## config.mk

```make
export PLATFORM = sky130hd
export DESIGN_NAME = keypad_code_entry
export DESIGN_NICKNAME = d
export VERILOG_FILES = /design/src/rtl/keypad_code_entry.sv
export SDC_FILE = /design/constraint.sdc
export NUM_CORES = 1
export LEC_CHECK = 0
export BUFFER_PORTS_ARGS = -buffer_cell sky130_fd_sc_hd__buf_4
export CORE_ASPECT_RATIO = 0.9
export CORE_MARGIN = 2
export CORE_UTILIZATION = 45
export DETAILED_ROUTE_END_ITERATION = 10
export PLACE_DENSITY_LB_ADDON = 0.2
export SYNTH_ARGS = -nofsm -noshare
export SYNTH_HDL_FRONTEND = slang
export SYNTH_SLANG_ARGS = --single-unit
```

## constraint.sdc

```tcl
create_clock -name clk -period 2.3 [get_ports clk]
set_input_delay 0.23 -clock clk [delete_from_list [all_inputs] [get_ports clk]]
set_output_delay 0.23 -clock clk [all_outputs]
set_load 0.1 [all_outputs]
```

## src/rtl/keypad_code_entry.sv

```systemverilog
// keypad_code_entry: access-code entry controller downstream of the 4x4 keypad decoder.
// Optional build macro KEYPAD_PROG_EN adds code reprogramming from the unlocked state.
module keypad_code_entry #(
  parameter int unsigned CODE_LEN       = 4,
  parameter logic [31:0] DEFAULT_CODE   = 32'h0000_1234,
  parameter int unsigned MAX_TRIES      = 3,
  parameter int unsigned LOCKOUT_CYCLES = 100_000_000,
  parameter int unsigned UNLOCK_CYCLES  = 500_000_000
) (
  input  logic                            clk,
  input  logic                            rst_n,
  input  logic                            key_clicked,
  input  logic [3:0]                      key_code,
  output logic                            unlocked,
  output logic                            locked_out,
  output logic                            prog_mode,
  output logic                            err_pulse,
  output logic [$clog2(CODE_LEN+1)-1:0]   digit_count,
  output logic [4*CODE_LEN-1:0]           entry_bcd
);

  localparam int unsigned CODE_W  = 4 * CODE_LEN;
  localparam int unsigned CNT_W   = $clog2(CODE_LEN + 1);
  localparam int unsigned TRY_W   = $clog2(MAX_TRIES + 1);
  localparam int unsigned TMR_MAX = (LOCKOUT_CYCLES > UNLOCK_CYCLES) ? LOCKOUT_CYCLES : UNLOCK_CYCLES;
  localparam int unsigned TMR_W   = $clog2(TMR_MAX + 1);

  localparam logic [CNT_W-1:0] LEN_C       = CNT_W'(CODE_LEN);
  localparam logic [TRY_W-1:0] TRY_LAST    = TRY_W'(MAX_TRIES - 1);
  localparam logic [TMR_W-1:0] LOCK_LAST   = TMR_W'(LOCKOUT_CYCLES - 1);
  localparam logic [TMR_W-1:0] UNLOCK_LAST = TMR_W'(UNLOCK_CYCLES - 1);

  localparam logic [3:0] KEY_STAR = 4'd10;
  localparam logic [3:0] KEY_HASH = 4'd11;
  localparam logic [3:0] KEY_B    = 4'd13;
`ifdef KEYPAD_PROG_EN
  localparam logic [3:0] KEY_A    = 4'd12;
`endif

  typedef enum logic [2:0] {
    ENTRY    = 3'd0,
    CHECK    = 3'd1,
    UNLOCKED = 3'd2,
    LOCKOUT  = 3'd3,
    PROGRAM  = 3'd4
  } state_t;

  state_t             state;
  logic               kstb;
  logic [TRY_W-1:0]   tries;
  logic [TMR_W-1:0]   timer;
  logic [CODE_W-1:0]  stored_code;

  logic               is_digit;
  logic [3:0]         digit_bcd;
  logic               can_append;
  logic [CODE_W-1:0]  appended;
  logic               code_match;

  // Key decode and buffer append; new digit lands in the next free nibble from the MS end
  assign is_digit   = (key_code <= 4'd9);
  assign digit_bcd  = (key_code == 4'd9) ? 4'd0 : key_code + 4'd1;
  assign can_append = (digit_count < LEN_C);
  assign appended   = entry_bcd | (CODE_W'(digit_bcd) << (4 * (CODE_LEN - 1 - 32'(digit_count))));
  assign code_match = (digit_count == LEN_C) && (entry_bcd == stored_code);

`ifndef KEYPAD_PROG_EN
  assign stored_code = DEFAULT_CODE[CODE_W-1:0];
  assign prog_mode   = 1'b0;
`endif

  always_ff @(posedge clk or negedge rst_n) begin
    if (!rst_n) begin
      kstb        <= 1'b0;
      state       <= ENTRY;
      entry_bcd   <= '0;
      digit_count <= '0;
      tries       <= '0;
      timer       <= '0;
      unlocked    <= 1'b0;
      locked_out  <= 1'b0;
      err_pulse   <= 1'b0;
`ifdef KEYPAD_PROG_EN
      prog_mode   <= 1'b0;
      stored_code <= DEFAULT_CODE[CODE_W-1:0];
`endif
    end else begin
      kstb      <= key_clicked;
      err_pulse <= 1'b0;
      case (state)
        ENTRY: begin
          if (kstb) begin
            if (is_digit) begin
              if (can_append) begin
                entry_bcd   <= appended;
                digit_count <= digit_count + CNT_W'(1);
              end
            end else if (key_code == KEY_STAR) begin
              entry_bcd   <= '0;
              digit_count <= '0;
            end else if (key_code == KEY_HASH) begin
              state <= CHECK;
            end
          end
        end

        // Single-cycle compare; buffer is always emptied on the way out
        CHECK: begin
          entry_bcd   <= '0;
          digit_count <= '0;
          if (code_match) begin
            state    <= UNLOCKED;
            unlocked <= 1'b1;
            tries    <= '0;
            timer    <= '0;
          end else begin
            err_pulse <= 1'b1;
            tries     <= tries + TRY_W'(1);
            if (tries == TRY_LAST) begin
              state      <= LOCKOUT;
              locked_out <= 1'b1;
              timer      <= '0;
            end else begin
              state <= ENTRY;
            end
          end
        end

        // Relock expiry takes priority over a key strobe in the same cycle
        UNLOCKED: begin
          if (timer == UNLOCK_LAST) begin
            state    <= ENTRY;
            unlocked <= 1'b0;
          end else begin
            timer <= timer + TMR_W'(1);
            if (kstb && key_code == KEY_B) begin
              state    <= ENTRY;
              unlocked <= 1'b0;
            end
`ifdef KEYPAD_PROG_EN
            else if (kstb && key_code == KEY_A) begin
              state     <= PROGRAM;
              unlocked  <= 1'b0;
              prog_mode <= 1'b1;
            end
`endif
          end
        end

        LOCKOUT: begin
          if (timer == LOCK_LAST) begin
            state      <= ENTRY;
            locked_out <= 1'b0;
            tries      <= '0;
          end else begin
            timer <= timer + TMR_W'(1);
          end
        end

`ifdef KEYPAD_PROG_EN
        PROGRAM: begin
          if (kstb) begin
            if (is_digit) begin
              if (can_append) begin
                entry_bcd   <= appended;
                digit_count <= digit_count + CNT_W'(1);
              end
            end else if (key_code == KEY_STAR) begin
              entry_bcd   <= '0;
              digit_count <= '0;
            end else if (key_code == KEY_HASH) begin
              entry_bcd   <= '0;
              digit_count <= '0;
              if (digit_count == LEN_C) begin
                stored_code <= entry_bcd;
                state       <= ENTRY;
                prog_mode   <= 1'b0;
              end else begin
                err_pulse <= 1'b1;
              end
            end else if (key_code == KEY_B) begin
              entry_bcd   <= '0;
              digit_count <= '0;
              state       <= ENTRY;
              prog_mode   <= 1'b0;
            end
          end
        end
`endif

        default: state <= ENTRY;
      endcase
    end
  end

endmodule

```

==> impl_metrics.yaml, run 1 <==
cts:
  tritoncts: "built"
  cts.clk_slew.worst_paths_ps: 100
  cts_setup_buffers: 0
  cts_inserted_buffers: 5
  clk_latency_ps: 310
  clock_tree.root_cell: "sky130_fd_sc_hd__clkbuf_8"
  numClockSinks: 56
  htree_levels: 2
  cts_max_path_buffers: 2
sta:
  maxSlewHeadroom_pct: 52.1
  maxClockFrequency_ghz: 0.473
  setup_total_negative_slack_ps: 0
  worst_pin_slew_ps: 718
  maxSlewViolCount: 0
  fin_crit_sh_pct: 92.0
  final_clock_skew_ps: 7.70
  final-setup-viol-count: 0
  timing.final.crit_period_ps: 2110
  rsz0062_at_grt: "false"
  hold_violations: 0
  setup_slack_ps: 185
floorplanning:
  initial_core_util_pct: 46.8
  die_area_mm2: 0.00752
  top_level_ports: 30
  die_width_um: 91.2
  die_h_um: 82.5
  core_area_mm2: 0.00659
  placement_rows: 28
drt:
  remaining_drc_errors: 0
  drt_iter0_drc: 169
  drt_pass_1_iters: 5
  wl_per_cell_um: 17.0
  route.detailed.vias_per_inst: 6.09
  route.antenna.remaining_nets: 0
  finalWirelength_mm: 7.63
  num_vias: 2729
critical_path:
  crit_path_top_delay_cell: "sky130_fd_sc_hd__dfrtp_1"
  critical_path_buf_inv_count: 1
  cp.required_ps: 2550
  cpLargestDelayFamily: "simple AND/OR/NAND/NOR gates"
  timing.critical_path.slowest_cell_delay_ps: 490
  crit_path_start_kind: "register"
  crit_path_cell_trace: "nand4_1, or3_4, a211oi_4, buf_12, or2b_2, a32o_1"
  critPathArrivalTime_ps: 2360
  crit_type: "reg2reg"
  endpoint_kind: "register"
  crit_fanout: 45
power_and_ir_drop:
  power.share.combinational_pct: 3.6
  seq_power_share_pct: 61.7
  clkPwrFrac_pct: 34.7
  power.internal_mw: 1.24
  peakVddDrop_mv: 0.250
  leakagePower_nw: 1.49
  cellPowerDensity_mw_per_mm2: 456
  sw_frac_of_total_pct: 22.4
  total_switching_power_mw: 0.358
place:
  routabilityCongestion: 0.841
  detailed_place_hpwl_mm: 5.38
  io_buffer_count: 28
  place_worst_setup_slack_ps: 116
  dp_cell_count: 439
layout:
  drive_gt1_share_pct: 18.2
  most_frequent_standard_cell_in_the_layout_excluding_fill_and_tap_cells: "sky130_fd_sc_hd__dfrtp_1"
  final_net_count: 367
  layout_common_cells: "49 x sky130_fd_sc_hd__dfrtp_1, 39 x sky130_fd_sc_hd__buf_4, 24 x sky130_fd_sc_hd__a21oi_1"
  areaGrowthSynthToFinish_pct: 13.8
  stdcell_count: 448
  fillers: 628
  area_of_the_multi_input_gates_mm2: 0.00153
  num_antenna_cells: 0
  seqCellArea_mm2: 0.00141
logic_synthesis:
  synth_cells: 327
  portion_of_the_post_synthesis_area_used_by_sequential_elements_pct: 45.5
  synth.avg_cell_area_um2: 9.42
  synthesis.area_mm2: 0.00308
  post_synth_edffs: 0
  ys_async_sr_fraction_pct: 100
  postSynth.topFlopCell: "sky130_fd_sc_hd__dfrtp_1"
  post_synth_num_cell_types: 53
  synthesis.yosys.warnings: 0
  synth.net_count: 337
  synth_seq_cells: 56
outcome:
  run_status: "finished, final reports clean"
global_routing:
  all_layer_gr_usage_pct: 21.0
  grt_overflow: 0
  grt_start_max_net_pins: 57
  grt_antenna_before_repair: 0
  grt_first_pass_wirelength_mm: 12.5
  grt_pass1_vias: 2468
job:
  drv_cap: 0
min_path:
  hp-class: "in2reg"
==> per-layer routing <==
layer | GRT usage [%] | routed length, µm
met4 | 4.85 | 65
met1 | 31.8 | 3860
met3 | 3.45 | 401
met5 | 0 | 0
met2 | 31.6 | 3300
==> synth_stat cells, types with 8 or more instances <==
cell type	n	area [µm²]
sky130_fd_sc_hd__nor2_1	21	78.8
sky130_fd_sc_hd__or3_1	12	75.1
sky130_fd_sc_hd__clkbuf_1	8	30.0
sky130_fd_sc_hd__or4_1	12	90.1
sky130_fd_sc_hd__o31ai_1	11	82.6
sky130_fd_sc_hd__inv_1	9	33.8
sky130_fd_sc_hd__nand2_1	17	63.8
sky130_fd_sc_hd__nor3_1	9	45.0
sky130_fd_sc_hd__nand3_1	21	105
sky130_fd_sc_hd__dfrtp_1	56	1400
sky130_fd_sc_hd__o21ai_0	18	90.1
sky130_fd_sc_hd__a21oi_1	25	125
sky130_fd_sc_hd__nand4_1	14	87.6
==> worst paths after layout <==
check	from	endpoint	slack (ps)	depth (start not counted)
min in group asynchronous	rst_n	entry_bcd[0]	510	2
max in group asynchronous	rst_n	entry_bcd[10]	1280	2
hold / removal	key_clicked	kstb	20	1
setup / recovery	timer[5]	timer[3]	190	6
hold reg to reg	tries[1]	tries[1]	500	1
setup reg to reg	timer[5]	timer[3]	190	6
==> power by group through the flow <==
stage	Sequential [mW]	Combinational, mW	Clock, mW
final	0.985	0.0573	0.554
after CTS	0.985	0.0585	0.578
after floorplan	1.00	0.0216	0
after detailed placement	1.00	0.0570	0
after global routing	0.985	0.0647	0.617
after global placement	1.00	0.0571	0
==> repair_timing <==
item,CTS,global route
hold buffers,1,0
gates resized for setup,0,1
hold endpoints to repair,24,0
endpoints found under the setup margin,0,8
==> flip-flops by register name, summed over array words and instances (netlist names) <==
name / cells
unlocked: 1
entry_bcd: 16
err_pulse: 1
locked_out: 1
kstb: 1
state: 2
timer: 29
tries: 2
digit_count: 3
==> final cells by class <==
| cell class | instances | share of cell area (%) |
|---|---|---|
| Multi-Input combinational cell | 243 | 43.6 |
| Sequential cell | 56 | 40.2 |
| Timing Repair Buffer | 41 | 9.21 |
| Tap cell | 90 | 3.21 |
| Clock buffer | 6 | 2.36 |
| Inverter | 10 | 1.07 |
| Clock inverter | 2 | 0.286 |
==> logic make-up (layout without fill, tap and decap cells) <==
logic type	count (synthesis)	count (layout)	share of synthesized area (%)
other	1	1	0.122
xor gates and xnor gates	3	3	0.853
adders and majority gates	3	3	1.22
and+or+nand+nor	143	143	26.9
AOI/OAI and AO/OA	93	93	20.4
buffers and inverters	28	59	4.96
DFF	56	56	45.5
==> metrics by stage <==
stage                     hold slack [ps]  instance area (µm²)  utilization (%)  power [mW]
final                                20.1                 3500             53.2        1.60
after global routing                 3.03                 3500             53.2        1.67
after floorplan                     -65.6                 3090                -        1.03
after CTS                            15.3                 3500             53.2        1.62
after detailed placement              335                 3400             51.6        1.06
after global placement                339                 3400             51.6        1.06
==> worst register-to-register path, cell delays in order, from the launching register on <==
cell and delay (ps):
sky130_fd_sc_hd__dfrtp_1 490, sky130_fd_sc_hd__nand4_1 210, sky130_fd_sc_hd__or3_4 470, sky130_fd_sc_hd__a211oi_4 260
sky130_fd_sc_hd__buf_12 230, sky130_fd_sc_hd__or2b_2 220, sky130_fd_sc_hd__a32o_1 180
No activity file was read; power rests on OpenSTA's default activity.
==> run 2: changes to the inputs <==
--- a/config.mk
+++ b/config.mk
@@ -11,6 +11,7 @@
 export CORE_UTILIZATION = 45
 export DETAILED_ROUTE_END_ITERATION = 10
 export PLACE_DENSITY_LB_ADDON = 0.2
+export REMOVE_ABC_BUFFERS = 1
 export SYNTH_ARGS = -nofsm -noshare
 export SYNTH_HDL_FRONTEND = slang
 export SYNTH_SLANG_ARGS = --single-unit
==> constraint.sdc (replaced) <==
create_clock -name clk -period 1.9 [get_ports clk]
set_input_delay 0.19 -clock clk [delete_from_list [all_inputs] [get_ports clk]]
set_output_delay 0.19 -clock clk [all_outputs]
set_load 0.1 [all_outputs]
==> impl_metrics.yaml, run 2 (same netlist as run 1, synthesis figures left out) <==
outcome:
  run_status: "finished, violations left"
  violated_checks: "negative setup slack"
cts:
  cts_max_path_buffers: 2
  tritoncts: "built"
  numClockSinks: 56
  clock_tree.root_cell: "sky130_fd_sc_hd__clkbuf_8"
  htree_levels: 2
  cts_inserted_buffers: 5
  clk_latency_ps: 330
  cts.clk_slew.worst_paths_ps: 120
sta:
  setup_total_negative_slack_ps: -3100
  maxSlewHeadroom_pct: 50.7
  maxClockFrequency_ghz: 0.488
  worst_pin_slew_ps: 739
  setup_slack_ps: -150
  final-setup-viol-count: 26
  timing.final.crit_period_ps: 2050
  fin_crit_sh_pct: 108
  maxSlewViolCount: 0
  rsz0062_at_grt: "true"
  final_clock_skew_ps: 25.2
  hold_violations: 0
global_routing:
  grt_antenna_before_repair: 0
  grt_overflow: 0
  grt_pass1_vias: 2848
  all_layer_gr_usage_pct: 24.9
  grt_first_pass_wirelength_mm: 14.7
  grt_start_max_net_pins: 57
power_and_ir_drop:
  cellPowerDensity_mw_per_mm2: 485
  peakVddDrop_mv: 0.428
  leakagePower_nw: 1.90
critical_path:
  crit_path_cell_trace: "nand4b_1, or3_4, a211oi_4, buf_6, buf_12, or2b_4, a32o_1"
  crit_type: "reg2reg"
  endpoint_kind: "register"
  crit_fanout: 8
  critPathArrivalTime_ps: 2300
  timing.critical_path.slowest_cell_delay_ps: 430
  r2r_cells: 7
  crit_path_start_kind: "register"
  cp.required_ps: 2150
  crit_path_top_delay_cell: "sky130_fd_sc_hd__or3_4"
drt:
  route.detailed.vias_per_inst: 6.12
  finalWirelength_mm: 9.58
  drt_pass_1_iters: 5
  drt_iter0_drc: 320
  wl_per_cell_um: 18.5
  remaining_drc_errors: 0
  route.antenna.remaining_nets: 0
  num_vias: 3163
layout:
  drive_gt1_share_pct: 38.2
  areaGrowthSynthToFinish_pct: 39.1
  layout_common_cells: "99 x sky130_fd_sc_hd__buf_4, 53 x sky130_fd_sc_hd__dfrtp_1, 20 x sky130_fd_sc_hd__nor2_1"
  most_frequent_standard_cell_in_the_layout_excluding_fill_and_tap_cells: "sky130_fd_sc_hd__buf_4"
  post-route-util_pct: 65.0
  final_net_count: 436
  regMostFlops: "timer"
  num_antenna_cells: 0
  largest_register_ff_count: 29
  largestRegisters: "timer x29, entry_bcd x16, digit_count x3"
min_path:
  hp-class: "in2reg"
  hold_path_cell_cnt: 4
place:
  routabilityCongestion: 0.891
  io_buffer_count: 28
  detailed_place_hpwl_mm: 6.17
floorplanning:
  initial_core_util_pct: 46.8
  core_area_mm2: 0.00659
  top_level_ports: 30
  die_h_um: 82.5
  die_width_um: 91.2
  placement_rows: 28
  die_area_mm2: 0.00752
job:
  drv_cap: 0
run 2: final timing paths:
path                        startpoint        endpoint  slack [ps]
max                          timer[15]        timer[3]        -150
min                        key_code[1]  digit_count[1]         310
max reg2reg                  timer[15]        timer[3]        -150
min reg2reg                   tries[1]        tries[1]         530
max in group asynchronous        rst_n       timer[10]         900
min in group asynchronous        rst_n  digit_count[2]         430
run 2: area by class of cell:
type / instances / area (µm²)
Fill cell: 545 / 2300
Multi-Input combinational cell: 243 / 1710
Sequential cell: 56 / 1410
Timing Repair Buffer: 110 / 913
Tap cell: 90 / 113
Clock buffer: 6 / 72.6
Inverter: 10 / 37.5
Clock inverter: 2 / 35.0
run 2: layer usage:
metal / track usage, % / vias to the layer above / share of wire [%]
met2: 35.9 / 112 / 46
met5: 0 / - / 0
met4: 9.09 / 0 / 2.2
met1: 37.4 / 1573 / 47
met3: 4.45 / 23 / 5.8
li1: - / 1455 / -
run 2: report_power, final:
part / internal (mW) / total [mW] / leakage (nW) / switching [mW]
Sequential: 1.19 / 1.19 / 0.735 / 0.000629
Clock: 0.393 / 0.810 / 0.0552 / 0.417
Combinational: 0.0176 / 0.0728 / 1.11 / 0.0552
Total: 1.60 / 2.08 / 1.90 / 0.473
run 2: per-stage QoR:
stage / cells / hold WS [ps] / total power [mW] / cell area [µm²] / setup WS [ps]
2_1_floorplan: 309 / -106 / 1.24 / 2960 / -629
3_3_place_gp: 494 / 297 / 1.29 / 3830 / -29.3
3_5_place_dp: 494 / 305 / 1.29 / 3830 / -87.8
4_1_cts: 510 / 320 / 2.09 / 4070 / -53.1
5_1_grt: 517 / 350 / 2.13 / 4280 / -219
6_report: 517 / 307 / 2.08 / 4280 / -150
run 2: repair_timing:
action / CTS / global route
gates cloned: 1 / 1
pin swaps: 8 / 20
hold buffers: 2 / 0
endpoints found under the setup margin: 31 / 32
hold endpoints to repair: 57 / 0
gates resized for setup: 17 / 38
setup buffers: 5 / 7
run 2: worst max-delay path: cells and delay by family, from the launching register on:
family | cells | cell delay, ps
flip-flops | 1 | 420
AO/OA/AOI/OAI | 2 | 470
buffers and inverters | 2 | 280
AND/OR/NAND/NOR | 3 | 830
